### src/rtl/axil_ram_stream_reader.sv
// rtl/axil_ram_stream_reader.sv - AXI-Lite read master streaming a RAM region; optional AXIL_STREAM_RRESP_TUSER_EN
module axil_ram_stream_reader #(
    parameter int ADDR_WIDTH = 9,
    parameter int DATA_WIDTH = 16,
    parameter int STRB_WIDTH = DATA_WIDTH / 8,
    parameter int LEN_WIDTH  = 8,
    parameter int FIFO_DEPTH = 4
) (
    input  logic                  clk,
    input  logic                  rstn,
    input  logic [ADDR_WIDTH-1:0] cmd_addr,
    input  logic [LEN_WIDTH-1:0]  cmd_len,
    input  logic                  cmd_valid,
    output logic                  cmd_ready,
    output logic [ADDR_WIDTH-1:0] m_axil_araddr,
    output logic [2:0]            m_axil_arprot,
    output logic                  m_axil_arvalid,
    input  logic                  m_axil_arready,
    input  logic [DATA_WIDTH-1:0] m_axil_rdata,
    input  logic [1:0]            m_axil_rresp,
    input  logic                  m_axil_rvalid,
    output logic                  m_axil_rready,
    output logic [DATA_WIDTH-1:0] m_axis_tdata,
    output logic                  m_axis_tvalid,
    input  logic                  m_axis_tready,
    output logic                  m_axis_tlast,
`ifdef AXIL_STREAM_RRESP_TUSER_EN
    output logic [1:0]            m_axis_tuser,
`endif
    output logic                  busy,
    output logic                  rd_err
);
    localparam int PW = $clog2(FIFO_DEPTH);
    localparam int CW = PW + 1;
    localparam int NW = LEN_WIDTH + 1;
`ifdef AXIL_STREAM_RRESP_TUSER_EN
    localparam int FW = DATA_WIDTH + 2;
`else
    localparam int FW = DATA_WIDTH;
`endif

    typedef enum logic [1:0] {S_IDLE, S_ISSUE, S_DRAIN} state_t;

    state_t                state, state_n;
    logic [NW-1:0]         issue_rem, issue_n, beat_rem, beat_n;
    logic [CW-1:0]         outstanding, out_n, count, count_n;
    logic [CW:0]           credit_used;
    logic [PW-1:0]         wr_ptr, rd_ptr;
    logic [FW-1:0]         mem [FIFO_DEPTH];
    logic [ADDR_WIDTH-1:0] araddr_n;
    logic                  arvalid_n;
    logic                  ar_fire, r_fire, t_fire;

    assign cmd_ready      = (state == S_IDLE);
    assign busy           = (state != S_IDLE);
    assign m_axil_arprot  = 3'b000;
    assign m_axil_rready  = busy && (count < CW'(FIFO_DEPTH));
    assign m_axis_tvalid  = (count != '0);
    assign m_axis_tdata   = mem[rd_ptr][DATA_WIDTH-1:0];
    assign m_axis_tlast   = m_axis_tvalid && (beat_rem == NW'(1));
`ifdef AXIL_STREAM_RRESP_TUSER_EN
    assign m_axis_tuser   = mem[rd_ptr][FW-1:DATA_WIDTH];
`endif

    assign ar_fire = m_axil_arvalid && m_axil_arready;
    assign r_fire  = m_axil_rvalid && m_axil_rready;
    assign t_fire  = m_axis_tvalid && m_axis_tready;

    always_comb begin
        state_n  = state;
        issue_n  = issue_rem;
        beat_n   = beat_rem;
        araddr_n = m_axil_araddr;
        out_n    = outstanding + CW'(ar_fire) - CW'(r_fire);
        count_n  = count + CW'(r_fire) - CW'(t_fire);
        if (t_fire) begin
            beat_n = beat_rem - NW'(1);
            if (state == S_DRAIN && beat_rem == NW'(1))
                state_n = S_IDLE;
        end
        case (state)
            S_IDLE: begin
                if (cmd_valid) begin
                    state_n  = S_ISSUE;
                    issue_n  = NW'(cmd_len) + NW'(1);
                    beat_n   = NW'(cmd_len) + NW'(1);
                    araddr_n = cmd_addr & ~ADDR_WIDTH'(STRB_WIDTH - 1);
                end
            end
            S_ISSUE: begin
                if (ar_fire) begin
                    issue_n  = issue_rem - NW'(1);
                    araddr_n = m_axil_araddr + ADDR_WIDTH'(STRB_WIDTH);
                    if (issue_rem == NW'(1))
                        state_n = S_DRAIN;
                end
            end
            default: ;
        endcase
        // Credit counts both in-flight reads and buffered words, so every R beat has a FIFO slot.
        credit_used = {1'b0, out_n} + {1'b0, count_n};
        if (m_axil_arvalid && !m_axil_arready)
            arvalid_n = 1'b1;
        else
            arvalid_n = (state_n == S_ISSUE) && (issue_n != '0) &&
                        (credit_used < (CW + 1)'(FIFO_DEPTH));
    end

    always_ff @(posedge clk) begin
        if (!rstn) begin
            state          <= S_IDLE;
            issue_rem      <= '0;
            beat_rem       <= '0;
            outstanding    <= '0;
            count          <= '0;
            wr_ptr         <= '0;
            rd_ptr         <= '0;
            m_axil_araddr  <= '0;
            m_axil_arvalid <= 1'b0;
            rd_err         <= 1'b0;
        end else begin
            state          <= state_n;
            issue_rem      <= issue_n;
            beat_rem       <= beat_n;
            outstanding    <= out_n;
            count          <= count_n;
            m_axil_araddr  <= araddr_n;
            m_axil_arvalid <= arvalid_n;
            if (r_fire)
                wr_ptr <= wr_ptr + PW'(1);
            if (t_fire)
                rd_ptr <= rd_ptr + PW'(1);
            if (cmd_ready && cmd_valid)
                rd_err <= 1'b0;
            else if (r_fire && m_axil_rresp != 2'b00)
                rd_err <= 1'b1;
        end
    end

    always_ff @(posedge clk) begin
        if (r_fire) begin
`ifdef AXIL_STREAM_RRESP_TUSER_EN
            mem[wr_ptr] <= {m_axil_rresp, m_axil_rdata};
`else
            mem[wr_ptr] <= m_axil_rdata;
`endif
        end
    end
endmodule

### config.mk
export PLATFORM = sky130hd
export DESIGN_NAME = axil_ram_stream_reader
export DESIGN_NICKNAME = d
export VERILOG_FILES = /design/src/rtl/axil_ram_stream_reader.sv
export SDC_FILE = /design/constraint.sdc
export NUM_CORES = 1
export LEC_CHECK = 0
export CORE_MARGIN = 2
export CORE_UTILIZATION = 34
export DETAILED_ROUTE_END_ITERATION = 16
export PLACE_DENSITY = 0.61
export SETUP_SLACK_MARGIN = 0.4
export SYNTH_ARGS = -nofsm -noshare
export SYNTH_HDL_FRONTEND = slang
export SYNTH_SLANG_ARGS = --single-unit
### constraint.sdc
create_clock -name clk -period 3.55 [get_ports clk]
set_input_delay 0.8875 -clock clk [delete_from_list [all_inputs] [get_ports clk]]
set_output_delay 0.8875 -clock clk [all_outputs]
set_load 0.005 [all_outputs]
==> results of run 1 <==
[worst max path at each step]
stage / from / to / slack [ns] / cells after the start
global placement: m_axil_arready / m_axil_arvalid$_SDFF_PN0_ / -0.07 / 13
CTS: m_axis_tready / m_axil_arvalid$_SDFF_PN0_ / 0.40 / 14
detailed placement: m_axil_rvalid / m_axil_arvalid$_SDFF_PN0_ / -0.16 / 13
global route: count[2]$_SDFF_PN0_ / m_axil_arvalid$_SDFF_PN0_ / 0.40 / 14
floorplan: m_axil_rvalid / m_axil_arvalid$_SDFF_PN0_ / 0.50 / 13
finish: m_axil_arready / m_axil_arvalid$_SDFF_PN0_ / 0.56 / 13
[cell usage in the layout (no fill, tap or decap), types with 4 or more instances in the layout]
cell and count:
a211oi_1 5, a21oi_1 24, and2_1 11, and3_1 7, buf_4 18, clkbuf_16 9, clkdlybuf4s50_1 67, conb_1 4
dfxtp_1 42, edfxtp_1 64, ha_1 13, inv_1 15, inv_2 4, inv_8 4, mux4_2 16, nand2_1 21
nand3_1 12, nor2_1 32, nor3_1 6, nor4_1 4, o211ai_1 6, o21ai_0 11, o22ai_1 4, xnor2_1 9
xor2_1 6
[state kept, by name, indices dropped and copies added (netlist names), named ones only]
| signal | cells |
|---|---|
| mem | 64 |
| beat_rem | 9 |
| issue_rem | 9 |
| m_axil_araddr | 8 |
| count | 3 |
| outstanding | 3 |
| rd_ptr | 2 |
| state | 2 |
| wr_ptr | 2 |
| m_axil_arvalid | 1 |
| rd_err | 1 |
[cell usage after synthesis, drive strengths merged (3+ instances only)]
library cell  count  area, um2
clkbuf           10       37.5
a22oi             3       22.5
and2             11       68.8
mux4             16        360
mux2i             3       30.0
dfxtp            42        841
o211ai            6       45.0
inv              19       71.3
o21ai            13       65.1
nor2             34        130
nand2            24       90.1
or3               4       31.3
nor4              5       37.5
or4               3       26.3
o22ai             4       25.0
and3              7       43.8
a211oi            5       37.5
a21oi            24        120
xnor2            12        105
nor3              8       45.0
ha               16        200
nor2b             3       18.8
xor2              7       61.3
edfxtp           64       1920
buf              10       62.6
nand3            12       60.1
[metal layers]
layer	global-route usage [%]	wire length, um
met5	0	0
met2	24.1	5020
met1	18.7	4820
met3	3.60	473
met4	5.18	181
[logic make-up (layout without fill, tap and decap cells)]
family	after synthesis	in the layout	share of synthesized area, %
multiplexers	20	20	8.31
AO/OA/AOI/OAI	69	69	9.01
XOR/XNOR	19	19	3.44
adder cells (fa/ha/maj)	18	18	4.97
buffers and inverters	39	123	3.55
AND/OR/NAND/NOR	123	123	13.5
flip-flops	106	106	57.1
other	1	4	0.0776
[worst max-delay path, delay by kind of cell]
family / cells / cell delay, ns
and+or+nand+nor: 3 / 0.46
buffers and inverters: 2 / 0.27
AOI/OAI and AO/OA: 2 / 0.21
adders and majority gates: 4 / 1.13
xor gates and xnor gates: 2 / 0.30
[repair_timing]
item / CTS / global route
endpoints found under the setup margin: 1 / 1
pin swaps: 7 / 10
hold buffers: 0 / 0
gates resized for setup: 8 / 14
[layout make-up]
class	count	area (um2)
Fill cell	1329	7690
Sequential cell	106	2760
Multi-Input combinational cell	253	1990
Timing Repair Buffer	88	837
Clock buffer	9	225
Tap cell	180	225
Clock inverter	7	77.6
Inverter	19	71.3
[stage by stage]
| stage | hold WS, ns | utilization [%] | cells | setup TNS (ns) | instance area, um2 |
|---|---|---|---|---|---|
| finish | 0.506 | 44.6 | 662 | 0 | 6190 |
| global placement | 0.498 | 41.8 | 646 | -0.0727 | 5810 |
| detailed placement | 0.500 | 41.8 | 646 | -0.163 | 5810 |
| CTS | 0.519 | 44.2 | 662 | 0 | 6130 |
| floorplan | 0.484 | - | 398 | 0 | 4850 |
| global route | 0.535 | 44.6 | 662 | 0 | 6190 |
[power by group through the flow]
| stage | clock network (mW) | logic (mW) | registers, mW |
|---|---|---|---|
| 5_1_grt | 1.07 | 1.22 | 1.50 |
| 3_5_place_dp | 0 | 1.03 | 1.50 |
| 2_1_floorplan | 0 | 0.631 | 1.49 |
| 4_1_cts | 1.02 | 1.06 | 1.48 |
| 3_3_place_gp | 0 | 1.00 | 1.50 |
| 6_report | 0.991 | 1.09 | 1.48 |
==> run_results.csv, run 1 <==
group,metric,value,unit
critical_path,slowest_stage,"fa_2",
min_path,hold_class,"register to register",
critical_path,path_cells,"dlygate4sd2_1 -> nand2_2 -> ha_4 -> inv_2 -> ha_4 -> fa_2 -> xor2_2 -> xnor2_2 -> ha_1 -> nor3_2 -> and4_1 -> o21ai_1 -> a31oi_1",
power_and_ir_drop,pwr_density_cell,576,nW/um2
detailed_routing,vias,3348,
critical_path,crit_top_cell,"ha_4",
power_and_ir_drop,seq_power_share,41.5,%
critical_path,reg2reg_slack,0.62,ns
cts,htreeDepth,3,
global_route,grt_max_degree,25,
logic_synthesis,synthCells,395,
timing,slew_viol_final,0,
global_route,antenna_found_initial,0,
power_and_ir_drop,intPower,2.52,mW
cts,postCtsSetupBuffers,0,
cts,clk_latency,0.35,ns
critical_path,cp.required,3.82,ns
floorplan,initial_core_util,34.8,%
critical_path,cp-start-kind,"input port",
min_path,min_from,"rd_err$_SDFFE_PP0P_",
cts,clockBufferDepth,2,
power_and_ir_drop,p_sw_share,29.3,%
logic_synthesis,yosysUniqueCellTypes,58,
detailed_routing,ant_nets,0,
place,io_buffers,70,
critical_path,crit_path_end_kind,"register",
power_and_ir_drop,power.leakage,2.16,nW
global_route,grt_pass1_wl,17.1,mm
detailed_routing,drtIter0Drc,178,
flow_run,maxCapViolCount,0,
critical_path,cp_max_fo,2,
min_path,whs_path_depth,2,
power_and_ir_drop,clkPwrFrac,27.8,%
critical_path,cpPeakStageDelay,0.39,ns
critical_path,r2r-start,"count[1]$_SDFF_PN0_",
floorplan,pin_count,76,
cts,clockRootBuffer,"clkbuf_16",
critical_path,worst_ep_arrival_time,3.25,ns
finish,n_antenna_cell,0,
timing,min_period_over_period,84.1,%
finish,layout-drive-gt1-share,16.2,%
critical_path,reg2reg_to,"m_axil_arvalid$_SDFF_PN0_",
timing,rsz0062_at_grt,"no",
logic_synthesis,synth_ff_type,"edfxtp_1",
logic_synthesis,synth_edf_count,64,
floorplan,die_x,123,um
floorplan,rows,43,
logic_synthesis,synthArstFlopShare,0,%
detailed_routing,drt-pass1-iter-count,4,
timing,hold_viol,0,
timing,skew,0.0130,ns
timing,slew_headroom,44.1,%
finish,syn_to_final_growth,28.0,%
cts,cts_sinks,106,
global_route,track_usage,14.6,%
timing,worst_slack,0.565,ns
finish,fin_nets,536,
floorplan,design.core.area,13900,um2
detailed_routing,drcViolationCount,0,
power_and_ir_drop,ir_worst_vdd,0.000262,V
detailed_routing,wl_per_cell,15.9,um
logic_synthesis,avgSynthCellArea,12.2,um2
power_and_ir_drop,p_comb_share,30.7,%
cts,tritoncts,"yes",
cts,cts_buffers,9,
timing,fmaxAchievable,335,MHz
power_and_ir_drop,power_switching,1.05,mW
cts,clk_pin_slew,0.08,ns
outcome,status,"completed",
global_route,grt_overflow,0,
floorplan,fp.dieH,123,um
global_route,grt_pass1_vias,3406,
logic_synthesis,yosysWarnings,0,
min_path,hold_path_end,"rd_err$_SDFFE_PP0P_",
detailed_routing,via_per_inst,5.06,
critical_path,r2r_cells,14,
timing,period_needed,2.99,ns
logic_synthesis,syn_area,4830,um2
floorplan,fp.dieArea,15200,um2
place,gp_congestion,0.880,
timing,finalSetupViolCount,0,
logic_synthesis,ys_seq_area_share,57.1,%
timing,tightest_slew,0.837,ns
detailed_routing,finalWirelength,10.5,mm
critical_path,critPathKind,"input port to register",
power_and_ir_drop,power.total,3.57,mW
place,dpl.hpwl,7.39,mm
place,pre_cts_ws,-0.163,ns
logic_synthesis,ys_ff_latch,106,
No activity file was read; power rests on OpenSTA's default activity.
==> run 2, diff against run 1 <==
Clock period 3.55 ns to 2.75 ns, I/O delays scaled along.
==> run 2 against run 1 <==
  * The flow now finishes with violations (negative setup slack)
  * Highest routed layer unchanged
  * Clock power up 38%
  * Power up 39%
  * Clock skew down 0.0077 ns
  * Largest power group unchanged
==> run_results.csv, run 2 (synthesis gave the netlist of run 1 again) <==
group,metric,value,unit
global_route,grt_pass1_wl,17.5,mm
finish,postLayoutCoreUtil,46.7,%
finish,layout-drive-gt1-share,24.7,%
detailed_routing,finalWirelength,10.8,mm
critical_path,slowest_stage,"or3_4",
min_path,min_from,"rd_err$_SDFFE_PP0P_",
detailed_routing,wl_per_cell,15.7,um
critical_path,startpoint,"count[0]$_SDFF_PN0_",
cts,cts_buffers,9,
global_route,grt_pass1_vias,3506,
power_and_ir_drop,power.leakage,2.36,nW
global_route,gr-max-usage-layer,"met2",
power_and_ir_drop,pwr_density_cell,764,nW/um2
timing,worst_hold_slack,0.494,ns
cts,clk_latency,0.34,ns
cts,htreeDepth,3,
cts,cts_sinks,106,
place,io_buffers,70,
min_path,hold_class,"register to register",
critical_path,cp.required,3.02,ns
timing,hold_viol,0,
finish,reg_top3,"mem x64, beat_rem x9, issue_rem x9",
finish,fin_area,6480,um2
floorplan,initial_core_util,34.8,%
power_and_ir_drop,seq_power_share,38.7,%
finish,final_common_cell,"edfxtp_1",
critical_path,cp-start-kind,"register",
floorplan,fp.dieArea,15200,um2
detailed_routing,ant_nets,0,
power_and_ir_drop,p_sw_share,27.4,%
outcome,violations,"negative setup slack",
global_route,grt_use_met2,25.0,%
global_route,met3_usage,2.77,%
floorplan,fp.dieH,123,um
min_path,hold_path_end,"rd_err$_SDFFE_PP0P_",
cts,clockRootBuffer,"clkbuf_16",
finish,largest_reg_flops,64,
timing,skew,0.00525,ns
place,pre_cts_ws,-0.680,ns
critical_path,r2r-start,"count[0]$_SDFF_PN0_",
detailed_routing,drt-pass1-iter-count,4,
critical_path,worst_ep_arrival_time,3.08,ns
detailed_routing,vias,3474,
finish,num-fill-cells,1281,
critical_path,path_cells,"or3_4 -> nand2_4 -> inv_4 -> ha_4 -> inv_2 -> ha_4 -> fa_2 -> xnor2_2 -> xnor2_1 -> ha_1 -> nor3_2 -> and4_1 -> o21ai_1 -> a31oi_1",
cts,clockBufferDepth,2,
global_route,grtUsageMet1,19.5,%
power_and_ir_drop,ir_worst_vdd,0.000301,V
global_route,grt_overflow,0,
floorplan,rows,43,
timing,slew_viol_final,0,
power_and_ir_drop,clkPwrFrac,27.7,%
flow_run,maxCapViolCount,0,
power_and_ir_drop,p_comb_share,33.6,%
outcome,status,"finished, violations left",
critical_path,r2r_cells,14,
cts,ctsHoldBuffers,0,
critical_path,reg2reg_slack,-0.06,ns
critical_path,crit_path_end_kind,"register",
cts,tritoncts,"yes",
timing,min_period_over_period,102,%
critical_path,critPathKind,"register to register",
detailed_routing,via_per_inst,5.03,
global_route,track_usage,15.1,%
finish,syn_to_final_growth,34.0,%
power_and_ir_drop,intPower,3.59,mW
detailed_routing,drtIter0Drc,175,
floorplan,design.core.area,13900,um2
place,place_area,6010,um2
floorplan,pin_count,76,
power_and_ir_drop,power_switching,1.36,mW
critical_path,reg2reg_to,"m_axil_arvalid$_SDFF_PN0_",
min_path,whs_path_depth,2,
global_route,antenna_found_initial,0,
finish,fin_nets,565,
finish,most-common-layout-cells,"64 x edfxtp_1, 49 x clkdlybuf4s50_1, 38 x buf_4, 37 x dfxtp_1, 31 x nor2_1",
critical_path,cp_max_fo,2,
detailed_routing,drcViolationCount,0,
timing,rsz0062_at_grt,"yes",
global_route,grt_max_degree,18,
timing,worst_slack,-0.0639,ns
finish,n_antenna_cell,0,
timing,finalSetupViolCount,1,
place,gp_congestion,0.868,
place,dpl.hpwl,7.73,mm
cts,clk_pin_slew,0.07,ns
timing,period_needed,2.81,ns
timing,fmaxAchievable,355,MHz
critical_path,crit_top_cell,"ha_4",
floorplan,die_x,123,um
critical_path,cpPeakStageDelay,0.39,ns
power_and_ir_drop,power.total,4.95,mW
finish,largest-register,"mem",
run 2: cell type report:
type	instances	area (um2)	share of cell area [%]
inverter	19	73.8	1.14
clock buffer	11	233	3.59
clock inverter	5	85.1	1.31
multi-input combinational	253	2000	30.9
timing repair buffer	117	1090	16.8
tap	180	225	3.48
sequential	106	2770	42.8
run 2: stage by stage:
step	cells	setup TNS, ns
final	691	-0.0639
after global routing	691	-0.221
after CTS	687	-0.0813
after detailed placement	663	-0.688
after global placement	663	-0.559
after floorplan	398	0
run 2: worst max-delay path by stage:
stage                                     end  slack, ns  cells after the start
finish              m_axil_arvalid$_SDFF_PN0_      -0.06                     14
global route        m_axil_arvalid$_SDFF_PN0_      -0.22                     14
CTS                 m_axil_arvalid$_SDFF_PN0_      -0.08                     14
detailed placement  m_axil_arvalid$_SDFF_PN0_      -0.68                     14
global placement    m_axil_arvalid$_SDFF_PN0_      -0.56                     14
floorplan           m_axil_arvalid$_SDFF_PN0_       0.02                     14
run 2: metal layers:
layer	wire, um	part of all wire [%]	up-vias
met5	0	0	-
met4	196	1.8	0
met3	555	5.1	16
met2	5280	49	103
met1	4790	44	1669
li1	-	-	1686
run 2: worst max-delay path: cells and delay by family, from the launching register on:
family	cells	cell delay (ns)
adder cells (fa/ha/maj)	4	1.02
AND/OR/NAND/NOR	4	0.79
XOR/XNOR	2	0.33
flip-flops	1	0.32
AO/OA/AOI/OAI	2	0.21
buffers and inverters	2	0.08
run 2: timing repair:
item	CTS	global route
endpoints found under the setup margin	20	16
gates resized for setup	57	32
buffers inserted	7	4
pin swaps	10	5
cloned	1	0
run 2: power by group through the flow:
stage	Sequential [mW]	Combinational [mW]	Clock, mW
final	1.92	1.66	1.37
after detailed placement	1.94	1.47	0
after floorplan	1.92	0.871	0
after CTS	1.92	1.54	1.41
after global routing	1.93	1.86	1.46
after global placement	1.93	1.45	0
==> run 3, diff against run 2 <==
Settings changed: CAP_MARGIN from default to 10.
==> results of run 3 <==
The final DEF is identical to that of run 2; final timing and power are the same.
